File: src/rtl/keyscan.sv
// keyscan: 4x4 active-low keypad scanner with frame-based debounce.
// Drives one column low at a time for SCAN_DIV cycles and samples the rows
// on the last cycle. It builds a 16-bit frame per sweep and publishes it on
// keys after DEBOUNCE identical consecutive frames.
// Optional macro KEYSCAN_SYNC_EN adds a 2-flop row synchronizer. The
// synchronizer adds two cycles of input latency.
module keyscan #(
  parameter int SCAN_DIV = 4,
  parameter int DEBOUNCE = 3
) (
  input  logic        clock,
  input  logic        reset,
  input  logic        scan_en,
  input  logic [3:0]  row_in,
  output logic [3:0]  col_out,
  output logic [15:0] keys,
  output logic        changed
);

  localparam logic [7:0] DIV_LAST = 8'(SCAN_DIV - 1);
  localparam logic [3:0] DEB_MAX  = 4'(DEBOUNCE);

  logic [7:0]  div_reg;
  logic [1:0]  col_reg;
  logic [15:0] frame_reg;
  logic [15:0] prev_reg;
  logic [3:0]  cnt_reg;
  logic [15:0] keys_reg;
  logic        changed_reg;

  logic [3:0]  row_use;
  logic [3:0]  pressed;
  logic [15:0] frame_full;
  logic        terminal;
  logic        sample;
  logic        frame_done;
  logic [3:0]  cnt_next;
  logic        load;

`ifdef KEYSCAN_SYNC_EN
  logic [3:0] sync1_reg;
  logic [3:0] sync2_reg;

  // Two-stage synchronizer on the raw rows; rows idle high (no key pressed).
  always_ff @(posedge clock or negedge reset) begin
    if (!reset) begin
      sync1_reg <= 4'b1111;
      sync2_reg <= 4'b1111;
    end else begin
      sync1_reg <= row_in;
      sync2_reg <= sync1_reg;
    end
  end

  assign row_use = sync2_reg;
`else
  assign row_use = row_in;
`endif

  assign pressed    = ~row_use;
  assign terminal   = (div_reg == DIV_LAST);
  assign sample     = scan_en && terminal;
  assign frame_done = sample && (col_reg == 2'd3);

  // The frame as it will look after this sample. Bit 15-k holds key k, which
  // sits at row k/4 and column k%4. Only the active column's bits are replaced.
  genvar gi;
  generate
    for (gi = 0; gi < 16; gi++) begin : g_bit
      localparam int         KEY = 15 - gi;
      localparam int         ROW = KEY / 4;
      localparam logic [1:0] COL = 2'(KEY % 4);
      assign frame_full[gi] = (col_reg == COL) ? pressed[ROW] : frame_reg[gi];
    end
  endgenerate

  // Stable-frame counter: count repeats up to DEBOUNCE, restart at 1 on any difference.
  always_comb begin
    cnt_next = 4'd1;
    if (frame_full == prev_reg) begin
      cnt_next = (cnt_reg == DEB_MAX) ? cnt_reg : cnt_reg + 4'd1;
    end
  end

  assign load = frame_done && (cnt_next == DEB_MAX) && (frame_full != keys_reg);

  // Active-low one-hot column strobe; all columns released while frozen.
  always_comb begin
    col_out = 4'b1111;
    if (scan_en) begin
      col_out[col_reg] = 1'b0;
    end
  end

  // Scan sequencing, frame capture, debounce history and published key map.
  always_ff @(posedge clock or negedge reset) begin
    if (!reset) begin
      div_reg     <= 8'd0;
      col_reg     <= 2'd0;
      frame_reg   <= 16'h0000;
      prev_reg    <= 16'h0000;
      cnt_reg     <= 4'd0;
      keys_reg    <= 16'h0000;
      changed_reg <= 1'b0;
    end else begin
      changed_reg <= load;
      if (scan_en) begin
        div_reg <= terminal ? 8'd0 : div_reg + 8'd1;
      end
      if (sample) begin
        col_reg   <= col_reg + 2'd1;
        frame_reg <= frame_full;
      end
      if (frame_done) begin
        prev_reg <= frame_full;
        cnt_reg  <= cnt_next;
      end
      if (load) begin
        keys_reg <= frame_full;
      end
    end
  end

  assign keys    = keys_reg;
  assign changed = changed_reg;

endmodule

File: config.mk
export PLATFORM = sky130hd
export DESIGN_NAME = keyscan
export DESIGN_NICKNAME = d
export VERILOG_FILES = /design/src/rtl/keyscan.sv
export SDC_FILE = /design/constraint.sdc
export NUM_CORES = 1
export LEC_CHECK = 0
export ABC_CLOCK_PERIOD_IN_PS = 6400
export CAP_MARGIN = 10
export CORE_ASPECT_RATIO = 2
export CORE_MARGIN = 1
export CORE_UTILIZATION = 58
export DETAILED_ROUTE_END_ITERATION = 10
export HOLD_SLACK_MARGIN = 0.02
export PLACE_DENSITY = 0.89
export SETUP_SLACK_MARGIN = 0.5
export SLEW_MARGIN = 10
export SYNTH_ARGS = -nofsm -noshare
export SYNTH_HDL_FRONTEND = slang
export SYNTH_SLANG_ARGS = --single-unit
File: constraint.sdc
create_clock -name clock -period 6.4 [get_ports clock]
set_input_delay 1.28 -clock clock [delete_from_list [all_inputs] [get_ports clock]]
set_output_delay 1.28 -clock clock [all_outputs]
set_load 0.1 [all_outputs]
; ---- Yosys cells after proc, flatten, opt, wreduce, memory -nomap -nowiden
; Cells that the tools add are included.
[totals]
register_bits = 63
[op_classes]
n_mux = 22
n_bitwise = 2
add_sub_neg = 3
order_cmp = 2
n_reduce_logical = 6
eq_ne = 8
[op_table]
columns = op, n
row1 = 1-bit two-way mux, 17
row2 = 16-bit == test, 1
row3 = 16-bit inequality test, 1
row4 = 4-bit two-way mux, 3
row5 = "8-bit by 1-bit adder with 8-bit output, second input constant", 1
row6 = "4-bit by 2-bit == test with 1-bit output, second input constant", 2
row7 = "8-bit by 2-bit == test with 1-bit output, second input constant", 1
row8 = 8-bit two-way mux, 1
row9 = 4-bit inverter, 2
row10 = 1-bit logical AND, 5
row11 = "4-bit by 1-bit adder with 4-bit output, second input constant", 1
row12 = "2-bit == test, second input constant", 2
row13 = "2-bit by 3-bit < comparator with 1-bit output, second input constant", 1
row14 = "2-bit by 1-bit adder with 2-bit output, second input constant", 1
row15 = 1-bit demux with 2-bit select, 1
row16 = "2-bit by 1-bit == test with 1-bit output, second input constant", 1
row17 = "2-bit by 1-bit greater-or-equal comparator with 1-bit output, second input constant", 1
row18 = 2-bit logical NOT, 1

; ---- Depth between registers and ports, before layout
; Gate-level depths: netlist of run 1.
[depth]
word_depth = 7
ltp_mapped = 11
depth_no_buf = 9

; ---- Worst setup path before layout of run 1
; OpenSTA, ideal clock, no wires.
[synth_path]
path_kind = input to register
from = input scan_en
to = register keys_reg[10] (netlist: keys[10])
t_required_ns = 6.274
setup_ns = 0.126
stages = 9
setup_slack_ns = 2.943
arrival_time_ns = 3.331
path_cell_list = clkbuf_1 nand2_1 nor4_4 nand2_4 nor4_2 nand2_1 nor4_4 buf_6 mux2_2
[synth_via]
elab_chain_cells = 4
[synth_lines]
columns = item, line_no
row1 = "start, declared", 13  ; input logic scan_en,
row2 = 1-bit logical AND, 62  ; assign sample = scan_en && terminal;
row3 = 1-bit logical AND, 63  ; assign frame_done = sample && (col_reg == 2'd3);
row4 = 1-bit logical AND (2 in a row), 85  ; assign load = frame_done && (cnt_next == DEB_MAX) && (frame_full != keys_reg);
row5 = "end signal, assigned", 119  ; keys_reg <= frame_full;
row6 = "end, declared", 28  ; logic [15:0] keys_reg;
; No other way between the ends.
; A chain may end at the register's enable or synchronous reset.

; ---- Worst setup path after layout of run 1
[layout_path]
from = input scan_en
to = output col_out[1]
[layout_via]
elab_chain_cells = 1
[layout_lines]
columns = item, line_no
row1 = 4-bit two-way mux, 90  ; if (scan_en) begin
row2 = "end, declared", 15  ; output logic [3:0] col_out,
; No other way between the ends.

==> flow_summary.json, run 1 <==
{
  "outcome": "complete, no violations",
  "grt_use_total": 0.278,
  "ys_types": 31,
  "path_depth": 3,
  "drive_above_1_share": 0.149,
  "numCtsBuffers": 9,
  "remaining_drc_errors": 0,
  "fmax_mhz": 226,
  "final_common_cell": "dfrtp_1",
  "timing.final.ws_setup_ns": 1.97,
  "overflow": 0,
  "grt_max_degree": 64,
  "timing.rr.start": "col_reg[0]",
  "clk_latency_ns": 0.34,
  "netlist_area_um2": 3190,
  "coreArea_um2": 5230,
  "critPathLaunchType": "input port",
  "wire_per_inst_um": 17.1,
  "yosysWarnings": 0,
  "crit_required_ns": 5.12,
  "maxSlewViolCount": 0,
  "clkTransAtPathRegs_ns": 0.07,
  "ys_seq_elements": 63,
  "hold_depth": 2,
  "vias_per_cell": 5.75,
  "period_minus_slack_ns": 4.43,
  "antenna_left": 0,
  "timing.critical_path.buf_inv": 2,
  "die_h_um": 107,
  "synth_nets": 314,
  "hp-start": "frame_reg[6]",
  "post-cts-setup-buffers": 0,
  "grt_pass1_vias": 2398,
  "cp_max_fo": 9,
  "drv_cap": 0,
  "cp_top_family": "buffers and inverters",
  "syn_area_per_cell_um2": 10.6,
  "io_buffers": 27,
  "nets": 343,
  "routed_wl_mm": 6.71,
  "antenna_cells": 0,
  "irDropWorstVdd_mv": 0.343,
  "vias": 2260,
  "grt_antenna_before_repair": 0,
  "finalCritPeriodShare": 0.693,
  "rsz0062_at_grt": "false",
  "final_cells": 393,
  "htree_levels": 3,
  "worstSetupStartpoint": "scan_en",
  "hold_viol_final": 0,
  "io_pins": 28,
  "slew_headroom": 0.275,
  "die_area_um2": 5820,
  "drt_iter0_drc": 50,
  "placed_area_um2": 3490,
  "p_leak_nw": 1.69,
  "crit_top_cell": "clkdlybuf4s50_1",
  "async_flop_share": 1.00,
  "register_area_um2": 1580,
  "utilization": 0.702,
  "place_congestion": 0.843,
  "die_w_um": 54.4,
  "dpl.hpwl_mm": 4.82,
  "ys_seq_area_frac": 0.494,
  "hold_class": "reg2reg",
  "multi_input_area_um2": 1520,
  "cts_hold_buf": 0,
  "worstPathCellList": "clkdlybuf4s50_1 > nand2_1 > clkdlybuf4s50_1",
  "slowest_delay_ns": 1.15,
  "num-fill-cells": 381,
  "syn_inst": 301,
  "fin_skew_ns": 0.00971,
  "grt_pass1_wl_mm": 11.3,
  "placedCellCount": 377,
  "area_growth_pct": 15.0,
  "clkSinkCount": 63,
  "clockRootBuffer": "clkbuf_8",
  "design_area_um2": 3670,
  "firstDrtPassIters": 4,
  "worst_slew_pin_slew_ns": 1.08,
  "clock_path_buffers": 2,
  "cpMaxStageDelayCell": "clkdlybuf4s50_1",
  "synth_ff_type": "dfrtp_1",
  "p_per_area_nw_per_um2": 427,
  "preCtsSetupSlack_ns": 1.87,
  "worstSetupPathType": "in2out",
  "mostFrequentLayoutCells": "63 x dfrtp_1, 46 x nand2_1, 27 x mux2_2",
  "rr_worst_depth": 8,
  "cts_tree": "yes",
  "initial_core_util": 0.610,
  "fin_tns_setup_ns": 0,
  "final-setup-viol-count": 0,
  "ctsResizeCount": 0,
  "synth_edf_count": 0,
  "rows": 37,
  "critPathArrivalTime_ns": 3.15,
  "worst_setup_path_end_kind": "primary output"
}
kinds of logic (layout without fill, tap and decap cells):
| group | after synthesis | in the layout | synth area share |
|---|---|---|---|
| AND/OR/NAND/NOR | 102 | 102 | 0.169 |
| flip-flops | 63 | 63 | 0.494 |
| XOR/XNOR | 39 | 39 | 0.107 |
| multiplexers | 37 | 37 | 0.127 |
| AO/OA/AOI/OAI | 31 | 31 | 0.0506 |
| buffers and inverters | 23 | 57 | 0.0294 |
| adder cells (fa/ha/maj) | 6 | 6 | 0.0235 |
stage by stage:
step	power, mW	hold slack (ns)
5_1_grt	1.67	0.512
3_5_place_dp	1.26	0.468
4_1_cts	1.57	0.483
6_report	1.57	0.483
2_1_floorplan	1.08	0.447
3_3_place_gp	1.23	0.459
final timing paths:
kind                                 to  slack [ns]
setup / recovery             col_out[1]        1.97
hold / removal             frame_reg[6]        0.48
setup reg to reg               keys[10]        2.74
hold reg to reg            frame_reg[6]        0.48
max in group asynchronous    div_reg[2]        4.78
min in group asynchronous      keys[13]        1.11
cell usage after synthesis (6+ instances only):
| cell type | count | area [um^2] |
|---|---|---|
| ha_1 | 6 | 75.1 |
| a21oi_1 | 7 | 35.0 |
| o21ai_0 | 22 | 110 |
| inv_1 | 12 | 45.0 |
| xor2_1 | 15 | 131 |
| nor2_1 | 13 | 48.8 |
| nand4_1 | 8 | 50.1 |
| mux2i_1 | 10 | 100 |
| dfrtp_1 | 63 | 1580 |
| clkbuf_1 | 10 | 37.5 |
| xnor2_1 | 24 | 210 |
| nand2b_1 | 7 | 43.8 |
| mux2_2 | 27 | 304 |
| nand2_1 | 46 | 173 |
| nor4_1 | 6 | 37.5 |
worst min-delay path, stage by stage (launching register included):
cell,delay [ns]
dfrtp_1,0.34
nand2_1,0.04
o21ai_0,0.06
routing by layer:
layer	part of all wire	track usage	vias to the layer above
met1	0.36	0.304	1106
met5	0	0	-
li1	-	-	1077
met4	0.067	0.207	0
met3	0.024	0.0411	26
met2	0.55	0.456	51
where the power goes:
group / leakage [nW] / internal (mW) / switching (mW)
Sequential: 0.832 / 0.506 / 0.0796
Combinational: 0.760 / 0.252 / 0.422
Clock: 0.0959 / 0.159 / 0.148
Total: 1.69 / 0.917 / 0.649
layout make-up:
class	instances	area share
clock inverter	4	0.00546
inverter	12	0.0123
tap	58	0.0198
clock buffer	12	0.0423
timing repair buffer	29	0.0764
sequential	63	0.430
multi-input combinational	215	0.414
Note: power is estimated with default switching activity, not from simulation.
==> run 2: changes to the inputs <==
--- a/config.mk
+++ b/config.mk
@@ -5,14 +5,14 @@
 export SDC_FILE = /design/constraint.sdc
 export NUM_CORES = 1
 export LEC_CHECK = 0
-export ABC_CLOCK_PERIOD_IN_PS = 6400
+export ABC_CLOCK_PERIOD_IN_PS = 3900
 export CAP_MARGIN = 10
 export CORE_ASPECT_RATIO = 2
 export CORE_MARGIN = 1
-export CORE_UTILIZATION = 58
+export CORE_UTILIZATION = 52
 export DETAILED_ROUTE_END_ITERATION = 10
 export HOLD_SLACK_MARGIN = 0.02
-export PLACE_DENSITY = 0.89
+export PLACE_DENSITY = 0.85
 export SETUP_SLACK_MARGIN = 0.5
 export SLEW_MARGIN = 10
 export SYNTH_ARGS = -nofsm -noshare
==> constraint.sdc (replaced) <==
create_clock -name clock -period 3.9 [get_ports clock]
set_input_delay 0.78 -clock clock [delete_from_list [all_inputs] [get_ports clock]]
set_output_delay 0.78 -clock clock [all_outputs]
set_load 0.1 [all_outputs]
==> run 2 against run 1 <==
Compared with the run above:
- the run now ends with DRC left
- global-route usage shrank 1.8 points
- non-clock buffer count grew 12
- critical endpoint is now keys[13]
- count of clock-buffer cells in the layout grew 4
- setup slack lost 1.2 ns
- register-to-register slack lost 2.0 ns
- flip-flop and latch count is the same
- first-iteration DRC count grew 42%
==> flow_summary.json, run 2 (synthesized netlist as in run 1, its figures left out) <==
{
  "totalPowerFinal_mw": 2.90,
  "maxSlewViolCount": 0,
  "vias": 2355,
  "dpl.hpwl_mm": 5.24,
  "fin_skew_ns": 0.00521,
  "critPathArrivalTime_ns": 3.38,
  "violations": "DRC",
  "met2_usage": 0.449,
  "use_met1": 0.267,
  "num-fill-cells": 433,
  "htree_levels": 3,
  "worstReg2RegEnd": "keys[13]",
  "die_w_um": 57.4,
  "clkSinkCount": 63,
  "grt_pass1_vias": 2518,
  "nets": 355,
  "hold_depth": 2,
  "outcome": "finished, violations left",
  "final-setup-viol-count": 0,
  "worstSetupStartpoint": "row_in[2]",
  "period_minus_slack_ns": 3.17,
  "fin_tns_setup_ns": 0,
  "register_area_um2": 1580,
  "timing.final.ws_setup_ns": 0.726,
  "hold_viol_final": 0,
  "drt_iter0_drc": 71,
  "grt_max_degree": 40,
  "slew_headroom": 0.352,
  "remaining_drc_errors": 2,
  "r2r_setup_slack_ns": 0.76,
  "mostFrequentLayoutCells": "63 x dfrtp_1, 46 x nand2_1, 27 x mux2_2",
  "io_buffers": 27,
  "rr_worst_depth": 10,
  "cts_hold_buf": 0,
  "antenna_left": 0,
  "clockRootBuffer": "clkbuf_16",
  "worst_setup_path_end_kind": "register",
  "clkTransAtPathRegs_ns": 0.05,
  "crit_end": "keys[13]",
  "p_leak_nw": 1.78,
  "grt_pass1_wl_mm": 12.2,
  "place_congestion": 0.836,
  "antenna_cells": 0,
  "rsz0062_at_grt": "false",
  "globalRouteMet3Util": 0.0571,
  "drive_above_1_share": 0.182,
  "irDropWorstVdd_mv": 0.461,
  "overflow": 0,
  "timing.rr.start": "col_reg[0]",
  "coreArea_um2": 5960,
  "routed_wl_mm": 7.31,
  "drv_cap": 0,
  "p_per_area_nw_per_um2": 753,
  "grt_antenna_before_repair": 0,
  "vias_per_cell": 5.74,
  "cts_tree": "yes",
  "final_common_cell": "dfrtp_1",
  "critPathLaunchType": "input port",
  "grt_use_total": 0.260,
  "hold_class": "reg2reg",
  "numCtsBuffers": 9,
  "fmax_mhz": 315,
  "worstSetupPathType": "in2reg",
  "cp_max_fo": 8,
  "worst_slew_pin_slew_ns": 0.969,
  "clk_latency_ns": 0.33,
  "finalCritPeriodShare": 0.814,
  "area_growth_pct": 20.9,
  "preCtsSetupSlack_ns": -0.0382,
  "multi_input_area_um2": 1520,
  "die_h_um": 113,
  "initial_core_util": 0.536,
  "io_pins": 28,
  "busiest_layer": "met2",
  "wire_per_inst_um": 17.8,
  "crit_required_ns": 4.11,
  "die_area_um2": 6470,
  "clock_path_buffers": 2,
  "firstDrtPassIters": 8,
  "rows": 40
}
[run 2: cell type report]
class / instances / area share
Clock buffer: 16 / 0.0704
Inverter: 12 / 0.0117
Multi-Input combinational cell: 215 / 0.395
Sequential cell: 63 / 0.409
Tap cell: 63 / 0.0204
Timing Repair Buffer: 41 / 0.0934
[run 2: worst min-delay path by stage]
stage	start	end	slack [ns]
finish	frame_reg[13]	frame_reg[13]	0.47
global route	div_reg[6]	div_reg[6]	0.51
CTS	frame_reg[13]	frame_reg[13]	0.48
detailed placement	frame_reg[3]	frame_reg[3]	0.46
global placement	frame_reg[13]	frame_reg[13]	0.46
floorplan	frame_reg[11]	frame_reg[11]	0.45
[run 2: stage by stage]
step	util	hold WS, ns	area, um^2	cells
final	0.647	0.473	3860	410
after global routing	0.647	0.509	3860	410
after CTS	0.647	0.476	3850	410
after detailed placement	0.597	0.464	3560	391
after global placement	0.597	0.459	3560	391
after floorplan	-	0.447	3190	301
[run 2: worst max-delay path, cell delays in order]
cell	delay, ns
clkdlybuf4s50_1	0.53
mux2i_1	0.38
buf_4	0.20
xnor2_1	0.11
nand4_1	0.12
nor4_1	0.64
nor4_4	0.12
buf_4	0.21
mux2_2	0.28
[run 2: repair_timing]
item                       in CTS  in global routing
setup buffers                   3                  0
setup endpoints to repair      16                 16
pin swaps                       1                  0
resized for setup               0                  1
cloned                          0                  0
[run 2: routing by layer]
layer	wire length [um]	vias to the layer above
li1	-	1102
met1	2660	1165
met2	4010	59
met3	231	29
met4	412	0
met5	0	-
[run 2: report_power, final]
part           switching [mW]  total, mW  leakage [nW]  internal (mW)
Clock                   0.267      0.733         0.131          0.466
Sequential              0.132      0.964         0.832          0.832
Combinational           0.738       1.21         0.822          0.470
==> run 3: changes to the inputs <==
--- a/config.mk
+++ b/config.mk
@@ -5,14 +5,14 @@
 export SDC_FILE = /design/constraint.sdc
 export NUM_CORES = 1
 export LEC_CHECK = 0
-export ABC_CLOCK_PERIOD_IN_PS = 3900
+export ABC_CLOCK_PERIOD_IN_PS = 3000
 export CAP_MARGIN = 10
 export CORE_ASPECT_RATIO = 2
 export CORE_MARGIN = 1
-export CORE_UTILIZATION = 52
+export CORE_UTILIZATION = 57
 export DETAILED_ROUTE_END_ITERATION = 10
 export HOLD_SLACK_MARGIN = 0.02
-export PLACE_DENSITY = 0.85
+export PLACE_DENSITY = 0.88
 export SETUP_SLACK_MARGIN = 0.5
 export SLEW_MARGIN = 10
 export SYNTH_ARGS = -nofsm -noshare
==> constraint.sdc (replaced) <==
create_clock -name clock -period 3 [get_ports clock]
set_input_delay 0.6 -clock clock [delete_from_list [all_inputs] [get_ports clock]]
set_output_delay 0.6 -clock clock [all_outputs]
set_load 0.1 [all_outputs]
==> run 3 against run 2 <==
Compared with the run above:
- via count increased by 12%
- clock skew increased by 0.0027 ns
- sequential power increased by 34%
- first-iteration DRC count increased by 46%
- worst hold slack got worse by 0.20 ns
- the run now ends clean
==> flow_summary.json, run 3 (synthesized netlist as in run 1, its figures left out) <==
{
  "vias": 2626,
  "antenna_left": 0,
  "worst_slew_pin_slew_ns": 0.669,
  "power_frac_clock": 0.151,
  "grt_pass1_vias": 2784,
  "cts_tree": "yes",
  "register_area_um2": 1580,
  "rr_worst_depth": 13,
  "fmax_mhz": 348,
  "mostFrequentLayoutCells": "61 x dfrtp_1, 52 x buf_4, 44 x nand2_1",
  "die_h_um": 108,
  "period_minus_slack_ns": 2.88,
  "p_seq_frac": 0.300,
  "rows": 38,
  "clock_path_buffers": 2,
  "r2r_setup_slack_ns": 0.12,
  "outcome": "complete, no violations",
  "worstReg2RegEnd": "keys[13]",
  "totalPowerFinal_mw": 4.30,
  "clk_latency_ns": 0.35,
  "slew_headroom": 0.554,
  "crit_required_ns": 3.23,
  "final_common_cell": "dfrtp_1",
  "area_growth_pct": 34.3,
  "grt_use_total": 0.326,
  "nets": 386,
  "power.switching_mw": 1.80,
  "critPathArrivalTime_ns": 3.10,
  "drive_above_1_share": 0.396,
  "die_area_um2": 5920,
  "grt_antenna_before_repair": 0,
  "fin_tns_setup_ns": 0,
  "rsz0062_at_grt": "true",
  "firstDrtPassIters": 4,
  "final-setup-viol-count": 0,
  "placed_area_um2": 3630,
  "multi_input_area_um2": 1760,
  "combPwrFrac": 0.549,
  "p_leak_nw": 2.03,
  "io_buffers": 27,
  "worst_setup_path_end_kind": "register",
  "finalCritPeriodShare": 0.959,
  "p_per_area_nw_per_um2": 1000,
  "switching_share": 0.418,
  "io_pins": 28,
  "intPower_mw": 2.50,
  "drv_cap": 0,
  "htree_levels": 3,
  "num-fill-cells": 310,
  "routed_wl_mm": 9.30,
  "numCtsBuffers": 9,
  "maxSlewViolCount": 0,
  "placedCellCount": 394,
  "design_area_um2": 4280,
  "hold_viol_final": 0,
  "irDropWorstVdd_mv": 0.825,
  "place_congestion": 0.916,
  "drt_iter0_drc": 104,
  "fin_skew_ns": 0.00791,
  "hold_class": "in2async",
  "final_cells": 436,
  "remaining_drc_errors": 0,
  "grt_pass1_wl_mm": 13.3,
  "cp_max_fo": 6,
  "die_w_um": 54.9,
  "worstSetupPathType": "reg2reg",
  "antenna_cells": 0,
  "vias_per_cell": 6.02,
  "clockRootBuffer": "clkbuf_8",
  "grt_max_degree": 36,
  "clkSinkCount": 63,
  "initial_core_util": 0.589,
  "dpl.hpwl_mm": 5.28,
  "overflow": 0,
  "wire_per_inst_um": 21.3,
  "timing.rr.start": "col_reg[1]",
  "clkTransAtPathRegs_ns": 0.07,
  "critPathLaunchType": "register",
  "coreArea_um2": 5420
}
==> run 3: cell count changes in the layout (fill, tap and decap cells not counted), sizes merged <==
cell	delta
dlygate4sd2	+4
clkbuf	-2
clkinv	+1
clkdlybuf4s50	-21
buf	+47
==> run 3: per-stage QoR <==
stage	utilization	hold WS [ns]	setup slack (ns)
2_1_floorplan	-	0.304	0.249
5_1_grt	0.790	0.323	0.108
4_1_cts	0.749	0.290	0.365
3_5_place_dp	0.670	0.464	-0.186
6_report	0.790	0.269	0.124
3_3_place_gp	0.670	0.461	-0.146
==> run 3: worst max path at each step <==
stage,from,endpoint,slack [ns],depth (start not counted)
finish,col_reg[1],keys[13],0.12,13
global route,col_reg[1],keys[0],0.11,13
CTS,col_reg[0],keys[11],0.37,10
detailed placement,row_in[2],keys[4],-0.19,8
global placement,row_in[2],keys[7],-0.15,8
floorplan,div_reg[3],keys[10],0.25,8
==> run 3: power groups by stage <==
stage	clock network (mW)	logic (mW)	registers, mW
2_1_floorplan	0	1.11	1.22
3_3_place_gp	0	1.52	1.24
5_1_grt	0.683	2.48	1.31
4_1_cts	0.646	1.91	1.26
6_report	0.650	2.36	1.29
3_5_place_dp	0	1.56	1.26
==> run 3: critical path: stages, from the launching register on <==
cell and delay, ns:
dfrtp_1 0.41, inv_2 0.09, buf_6 0.12, ha_4 0.18
buf_4 0.16, nand2b_4 0.14, and2_4 0.17, xnor2_2 0.17
nor3_2 0.27, nand2_1 0.14, nor4_4 0.24, buf_6 0.17
clkbuf_16 0.15, mux2_2 0.33
==> run 3: cell type report <==
cell class	count	share of cell area
sequential	63	0.369
tap	60	0.0175
multi-input combinational	215	0.412
clock buffer	13	0.0371
timing repair buffer	72	0.153
clock inverter	1	0.00117
inverter	12	0.0111
==> run 3: layer usage <==
layer,GRT usage,vias to the layer above,share of wire
met5,0,-,0
met3,0.0833,54,0.043
met4,0.257,0,0.072
met1,0.330,1308,0.34
met2,0.530,100,0.55
li1,-,1164,-
==> run 3: repair_timing <==
| action | in CTS | in global routing |
|---|---|---|
| cloned | 0 | 1 |
| hold buffers | 0 | 0 |
| buffers inserted | 15 | 12 |
| resized for setup | 38 | 22 |
| pin swaps | 11 | 11 |
| setup endpoints to repair | 19 | 20 |
